===== config.mk =====
export PLATFORM = sky130hd
export DESIGN_NAME = ssd_accum_min
export DESIGN_NICKNAME = d
export VERILOG_FILES = /design/src/rtl/ssd_accum_min.sv
export SDC_FILE = /design/constraint.sdc
export NUM_CORES = 1
export LEC_CHECK = 0
export ABC_AREA = 1
export CORE_UTILIZATION = 30
export DETAILED_ROUTE_END_ITERATION = 10
export GPL_TIMING_DRIVEN = 0
export HOLD_SLACK_MARGIN = 0.03
export PLACE_DENSITY = 0.54
export SETUP_SLACK_MARGIN = 0.02
export SLEW_MARGIN = 0
export SYNTH_ARGS = -nofsm -noshare
export SYNTH_HDL_FRONTEND = slang
export SYNTH_SLANG_ARGS = --single-unit

===== constraint.sdc =====
create_clock -name clk -period 5.1 [get_ports clk]
set_input_delay 1.02 -clock clk [delete_from_list [all_inputs] [get_ports clk]]
set_output_delay 1.02 -clock clk [all_outputs]
set_load 0.01 [all_outputs]

===== src/rtl/ssd_accum_min.sv =====
// ssd_accum_min: accumulates per-candidate sums of squared differences and tracks the minimum SSD per search.
module ssd_accum_min #(
  parameter int N_SAMP = 64,
  parameter int N_CAND = 16,
  parameter int ACC_W  = 22,
  parameter int IDX_W  = 8
) (
  input  logic             clk,
  input  logic             nrst,
  input  logic             start,
  input  logic             din_vld,
  input  logic [15:0]      din,
  output logic             busy,
  output logic             ssd_vld,
  output logic [ACC_W-1:0] ssd,
  output logic [IDX_W-1:0] ssd_idx,
  output logic [ACC_W-1:0] min_ssd,
  output logic [IDX_W-1:0] min_idx,
  output logic             search_done
);
  localparam int SC_W = $clog2(N_SAMP);
  typedef enum logic {IDLE, ACCUM} state_t;
  state_t           state_q, state_d;
  logic [ACC_W-1:0] acc_q, acc_d, ssd_q, ssd_d, min_q, min_d, total;
  logic [SC_W-1:0]  samp_q, samp_d;
  logic [IDX_W-1:0] cand_q, cand_d, ssd_idx_q, ssd_idx_d, min_idx_q, min_idx_d;
  logic             first_q, first_d, busy_q, busy_d, vld_q, vld_d, done_q, done_d, last;
  always_comb begin
    state_d   = state_q;
    acc_d     = acc_q;
    samp_d    = samp_q;
    cand_d    = cand_q;
    first_d   = first_q;
    busy_d    = busy_q;
    ssd_d     = ssd_q;
    ssd_idx_d = ssd_idx_q;
    min_d     = min_q;
    min_idx_d = min_idx_q;
    vld_d     = 1'b0;
    done_d    = 1'b0;
    total     = acc_q + ACC_W'(din);
    last      = samp_q == SC_W'(N_SAMP - 1);
    if (start) begin
      state_d = ACCUM;
      acc_d   = '0;
      samp_d  = '0;
      cand_d  = '0;
      first_d = 1'b1;
      busy_d  = 1'b1;
    end else if (state_q == ACCUM && din_vld) begin
      if (last) begin
        ssd_d     = total;
        ssd_idx_d = cand_q;
        vld_d     = 1'b1;
        first_d   = 1'b0;
        acc_d     = '0;
        samp_d    = '0;
        // strict compare: a tie keeps the earlier candidate
        if (first_q || total < min_q) begin
          min_d     = total;
          min_idx_d = cand_q;
        end
        if (cand_q == IDX_W'(N_CAND - 1)) begin
          done_d  = 1'b1;
          busy_d  = 1'b0;
          state_d = IDLE;
        end else begin
          cand_d = cand_q + 1'b1;
        end
      end else begin
        acc_d  = total;
        samp_d = samp_q + 1'b1;
      end
    end
  end
  always_ff @(posedge clk or negedge nrst) begin
    if (!nrst) begin
      state_q   <= IDLE;
      acc_q     <= '0;
      samp_q    <= '0;
      cand_q    <= '0;
      first_q   <= 1'b0;
      busy_q    <= 1'b0;
      ssd_q     <= '0;
      ssd_idx_q <= '0;
      min_q     <= '0;
      min_idx_q <= '0;
      vld_q     <= 1'b0;
      done_q    <= 1'b0;
    end else begin
      state_q   <= state_d;
      acc_q     <= acc_d;
      samp_q    <= samp_d;
      cand_q    <= cand_d;
      first_q   <= first_d;
      busy_q    <= busy_d;
      ssd_q     <= ssd_d;
      ssd_idx_q <= ssd_idx_d;
      min_q     <= min_d;
      min_idx_q <= min_idx_d;
      vld_q     <= vld_d;
      done_q    <= done_d;
    end
  end
  assign busy        = busy_q;
  assign ssd_vld     = vld_q;
  assign ssd         = ssd_q;
  assign ssd_idx     = ssd_idx_q;
  assign min_ssd     = min_q;
  assign min_idx     = min_idx_q;
  assign search_done = done_q;
endmodule


==> impl_metrics.yaml, run 1 <==
floorplanning:
  die_h_um: 142.6
  rows: 51
  fp.dieW_um: 142.6
  die_area_um2: 20350
  ioPinCount: 83
  start_util_pct: 30.59
  core_um2: 19400
detailed_routing:
  met1_length_mm: 8.245
  routed_via_density: 4.446
  drt-total-wl_mm: 16.61
  antenna_left: 0
  drt_pass1_iterations: 4
  wl_per_cell_um: 14.31
  remaining_drc_errors: 0
  highest_layer: "met4"
  initialDrtViolationCount: 286
  via_count: 5162
  wl_met3_um: 582
  dr_wl_met2_mm: 7.653
clock_network:
  root_buffer: "clkbuf_16"
  cts.sinks: 100
  htreeDepth: 3
  post_cts_buffers: 0
  cts_tree: "yes"
  clk_latency_ns: 0.36
  cts_buffers: 9
  holdBufCountCts: 0
  cts_buffer_depth: 2
  ctsResizeCount: 0
  cts.clk_slew.worst_paths_ns: 0.08
place:
  place_ws_ns: 0.4744
  hpwl_mm: 12.73
  place_congestion: 0.8123
  port_buffers: 82
sta:
  slew_violations: 0
  finalHoldViolations: 0
  relSlewSlack_pct: 46.92
  rsz0062_at_grt: "false"
  finalSetupViolations: 0
  timing.final.crit_share_pct: 83.09
  worstMarginPinSlew_ns: 0.7962
  skew_ns: 0.01469
  timing.final.ws_setup_ns: 0.8622
  final.setup.tns_ns: 0
  fmax_mhz: 236.0
  layout_min_cycle_time_ns: 4.238
min_path:
  min_from: "min_idx[6]"
  worstHoldPathType: "flop to flop"
  hold_path_depth: 2
worst_setup_path:
  crit_path_end_kind: "flop"
  path_buf_inv: 3
  rr_endpoint: "min_ssd[8]"
  max_stage_delay_ns: 0.45
  worstPathMaxFanout: 10
  setup.worst_path.end: "min_ssd[8]"
  crit_required_ns: 5.39
  arrival_ns: 4.52
  path_cells: "clkdlybuf4s50_1, ha_1, fa_1, nand3_1, nand3_1, nand2_1, nand2_1, xor2_1, ha_1, nand2_1, inv_1, nand2_1, nand2_1, nand2_1, nand2_1, nand2_1, nand3_2, nand2_2, buf_2, nand3_1, nand2_1"
  crit_path_start_kind: "primary input"
  criticalPathCategory: "primary input to flop"
  crit_cells: 21
  worst_path_max_delay_cell: "fa_1"
  crit_family: "simple AND/OR/NAND/NOR gates"
  rr_worst_depth: 20
  crit_top_cell: "nand2_1"
  startpoint: "din[0]"
  reg2reg_slack_ns: 1.57
  r2r-start: "acc_q[0]"
finish:
  final_nets: 951
  drive_above_1_share_pct: 7.366
  multiInputGateArea_um2: 2952
  final-seq-area_um2: 2502
  mostFrequentLayoutCell: "nand2_1"
  utilization_pct: 38.24
  diodes: 0
  area.growth.synth_to_final_pct: 24.98
  fillers: 2100
  mostFrequentLayoutCells: "nand2_1, dfrtp_1, inv_1"
pwr:
  vdd_ir_drop_max_uv: 168.2
  p_leak_nw: 3.848
  power_density_nw_per_um2: 281.9
yosys:
  synthesis.area_um2: 5934
  seq_area_frac_synth_pct: 42.17
  synth_cell_types: 35
  ys_top_cells_by_area: "dfrtp_1, nand2_1, ha_1"
  ys_warn_count: 0
  synthesis.nets: 857
  yosys.area.top_type_share_pct: 42.17
  syn_area_per_cell_um2: 7.446
  ys_seq_elements: 100
  synth_top_cell_by_area: "dfrtp_1"
  syn_inst: 797
grt:
  grtUsageTotal_pct: 17.64
  antenna_found_initial: 0
  grt_pass1_wl_mm: 27.38
  grt_pass1_vias: 5170
  overflow: 0
  grt_max_degree: 59
run_status:
  status: "completed"
flow_run:
  maxCapViolCount: 0
-- where the power goes --
part	switching [mW]	leakage [nW]	internal, mW	total (mW)
clock network	0.350	0.150	0.392	0.741
registers	0.0171	1.37	0.818	0.835
logic	0.342	2.32	0.173	0.515
-- final cells by class --
| cell class | instances | area share, % |
|---|---|---|
| Buffer | 19 | 1.366 |
| Clock buffer | 10 | 3.087 |
| Clock inverter | 6 | 1.029 |
| Inverter | 101 | 5.111 |
| Multi-Input combinational cell | 577 | 39.79 |
| Sequential cell | 100 | 33.74 |
| Tap cell | 265 | 4.470 |
| Timing Repair Buffer | 83 | 11.40 |
-- routing by layer --
metal / GRT usage [%] / up-vias
met5: 0 / -
met4: 3.792 / 0
met3: 2.985 / 6
met2: 29.13 / 80
met1: 24.12 / 2378
li1: - / 2698
-- flip-flops by register name, indices dropped and copies added (netlist names) --
name	count
cand_q	8
ssd_idx	8
samp_q	6
ssd	22
min_ssd	22
search_done	1
min_idx	8
ssd_vld	1
first_q	1
busy	1
acc_q	22
-- stage by stage --
stage               hold slack (ns)  total power, mW  cells  instance area (um^2)
floorplan                    0.4529            1.204    797                  5934
global placement             0.4548            1.363   1144                  7087
detailed placement           0.4619            1.368   1145                  7112
CTS                          0.4824            2.114   1161                  7417
global route                 0.5025            2.222   1161                  7417
finish                       0.4748            2.091   1161                  7417
-- worst min-delay path, stage by stage (launching register included) --
cell,delay (ns)
dfrtp_1,0.35
nand2_1,0.05
nand2_1,0.05
-- logic make-up (layout without fill, tap and decap cells) --
| family | after synthesis | after routing | share of synthesized area [%] |
|---|---|---|---|
| compound gates | 58 | 58 | 6.030 |
| simple gates | 467 | 467 | 33.12 |
| flops | 100 | 100 | 42.17 |
| fa+ha+maj | 40 | 40 | 8.560 |
| xor+xnor | 12 | 12 | 2.024 |
| buf+inv | 120 | 219 | 8.096 |
-- worst min-delay path by stage --
stage	to
final	min_idx[6]
after global routing	min_idx[6]
after CTS	min_idx[6]
after detailed placement	min_idx[6]
after global placement	min_idx[5]
after floorplan	acc_q[10]
-- cells in the mapped netlist --
master,number
o31ai_1,4
a22o_1,8
nand3_2,6
inv_2,4
nand4_1,7
buf_2,12
nand3b_4,1
a32o_1,1
buf_4,4
o22ai_1,1
fa_1,1
xor2_1,10
dfrtp_1,100
nor2_1,37
a21oi_4,1
o21bai_1,2
a21o_1,1
and3_1,1
or2_2,2
clkbuf_1,3
o21a_1,1
nor3_1,11
o21ai_0,16
nand2_1,339
inv_1,97
nand2_2,12
nand3b_1,2
a21oi_1,23
nor2_2,3
nand3_1,43
xor2_2,2
ha_1,39
nor3_4,1
nor3_2,1
nor4_1,1
Power figures use the tool's default switching activity.
==> run 2, diff against run 1 <==
- clock period: 5.1 -> 3.9 ns (I/O delays scaled with it)
==> impl_metrics.yaml, run 2 (synthesized netlist as in run 1, its figures left out) <==
detailed_routing:
  wl_per_cell_um: 14.35
  antenna_left: 0
  initialDrtViolationCount: 241
  drt_pass1_iterations: 4
  drt-total-wl_mm: 16.71
  routed_via_density: 4.409
  via_count: 5132
  remaining_drc_errors: 0
clock_network:
  cts_buffer_depth: 2
  htreeDepth: 3
  cts_buffers: 9
  clk_latency_ns: 0.35
  cts.sinks: 100
  root_buffer: "clkbuf_16"
  holdBufCountCts: 0
  cts.clk_slew.worst_paths_ns: 0.08
  cts_tree: "yes"
worst_setup_path:
  rr_worst_depth: 22
  criticalPathCategory: "primary input to flop"
  worstPathMaxFanout: 10
  crit_path_end_kind: "flop"
  crit_path_start_kind: "primary input"
  crit_required_ns: 4.15
  arrival_ns: 3.88
finish:
  mostFrequentLayoutCells: "nand2_1, dfrtp_1, inv_1"
  drive_above_1_share_pct: 8.788
  area.growth.synth_to_final_pct: 26.35
  final_nets: 954
  mostFrequentLayoutCell: "nand2_1"
  fillers: 2097
  diodes: 0
sta:
  skew_ns: 0.01058
  timing.final.ws_setup_ns: 0.2680
  slew_violations: 0
  timing.final.crit_share_pct: 93.13
  layout_min_cycle_time_ns: 3.632
  finalHoldViolations: 0
  finalSetupViolations: 0
  relSlewSlack_pct: 46.85
  worstMarginPinSlew_ns: 0.7973
  rsz0062_at_grt: "false"
  fmax_mhz: 275.3
pwr:
  p_int_mw: 1.816
  pwr-share-comb_pct: 25.0
  p_leak_nw: 3.880
  seq_power_share_pct: 39.8
  power_mw: 2.744
  power_density_nw_per_um2: 365.9
  clkPwrFrac_pct: 35.2
  netSwitchingFraction_pct: 33.81
  vdd_ir_drop_max_uv: 222.4
  switchingPower_mw: 0.9277
floorplanning:
  die_h_um: 142.6
  core_um2: 19400
  die_area_um2: 20350
  rows: 51
  ioPinCount: 83
  start_util_pct: 30.59
  fp.dieW_um: 142.6
min_path:
  worstHoldPathType: "flop to flop"
  hold_path_depth: 2
grt:
  grt_max_degree: 59
  antenna_found_initial: 0
  grt_pass1_wl_mm: 27.48
  overflow: 0
  grtUsageTotal_pct: 17.70
  grt_pass1_vias: 5184
place:
  hpwl_mm: 12.73
  place_ws_ns: -0.4856
  place_congestion: 0.8123
  port_buffers: 82
run_status:
  status: "completed"
flow_run:
  maxCapViolCount: 0
## run 2: cell types whose count changed in the layout (fill, tap and decap cells not counted), sizes merged
cell,delta
buf,+3
## run 2: area by class of cell
cell class,instances,area (um^2),share of cell area [%]
tap,265,331.6,4.422
timing repair buffer,86,868.3,11.58
clock buffer,10,229.0,3.054
clock inverter,6,76.32,1.018
multi-input combinational,577,2994,39.93
buffer,19,117.6,1.568
sequential,100,2502,33.37
inverter,101,379.1,5.056
## run 2: worst max-delay path, stage by stage
cell             delay, ns
clkdlybuf4s50_1       0.41
ha_2                  0.22
fa_2                  0.39
nand3_1               0.11
nand3_2               0.10
nand2_2               0.11
nand2_2               0.09
nand2_2               0.10
nand2_2               0.07
nand2_1               0.09
nand2_2               0.10
ha_1                  0.28
nand2_1               0.07
inv_1                 0.04
nand2_1               0.06
a21oi_1               0.06
nor2_1                0.16
nand3_2               0.16
nand2_4               0.13
nand2_4               0.07
buf_6                 0.15
nand2_1               0.06
nand2_1               0.05
## run 2: path summary, 6_finish.rpt
check / startpoint / end / slack, ns
max: din[0] / min_ssd[12] / 0.27
min: min_idx[6] / min_idx[6] / 0.47
max reg2reg: acc_q[0] / min_ssd[12] / 0.73
min reg2reg: min_idx[6] / min_idx[6] / 0.47
max in group asynchronous: nrst / min_ssd[13] / 2.70
min in group asynchronous: nrst / acc_q[4] / 0.52
## run 2: metal layers
metal / routed length, um / up-vias / GRT usage (%) / share of wire (%)
li1: - / 2698 / - / -
met1: 8069 / 2347 / 24.19 / 48
met2: 7663 / 78 / 29.26 / 46
met3: 817 / 9 / 2.985 / 4.9
met4: 155 / 0 / 3.792 / 0.93
met5: 0 / - / 0 / 0
## run 2: power by group through the flow
stage	combinational, mW	clock (mW)	sequential [mW]
3_3_place_gp	0.670	0	1.11
5_1_grt	0.797	1.03	1.10
4_1_cts	0.685	0.993	1.09
6_report	0.685	0.967	1.09
3_5_place_dp	0.676	0	1.11
2_1_floorplan	0.469	0	1.11
## run 2: repair_timing
action	4_1_cts	5_1_grt
resized for setup	4	14
cloned	0	0
setup endpoints to repair	30	30
pin swaps	2	4
setup buffers	1	2
## run 2: metrics by stage
step	hold WS (ns)	util, %	setup TNS (ns)	area (um^2)	std cells
floorplan	0.4529	-	0	5934	797
global placement	0.4548	36.53	-215.44	7087	1144
detailed placement	0.4619	36.66	-13.95	7112	1145
CTS	0.4824	38.36	0	7442	1162
global route	0.5025	38.65	0	7498	1164
finish	0.4750	38.65	0	7498	1164
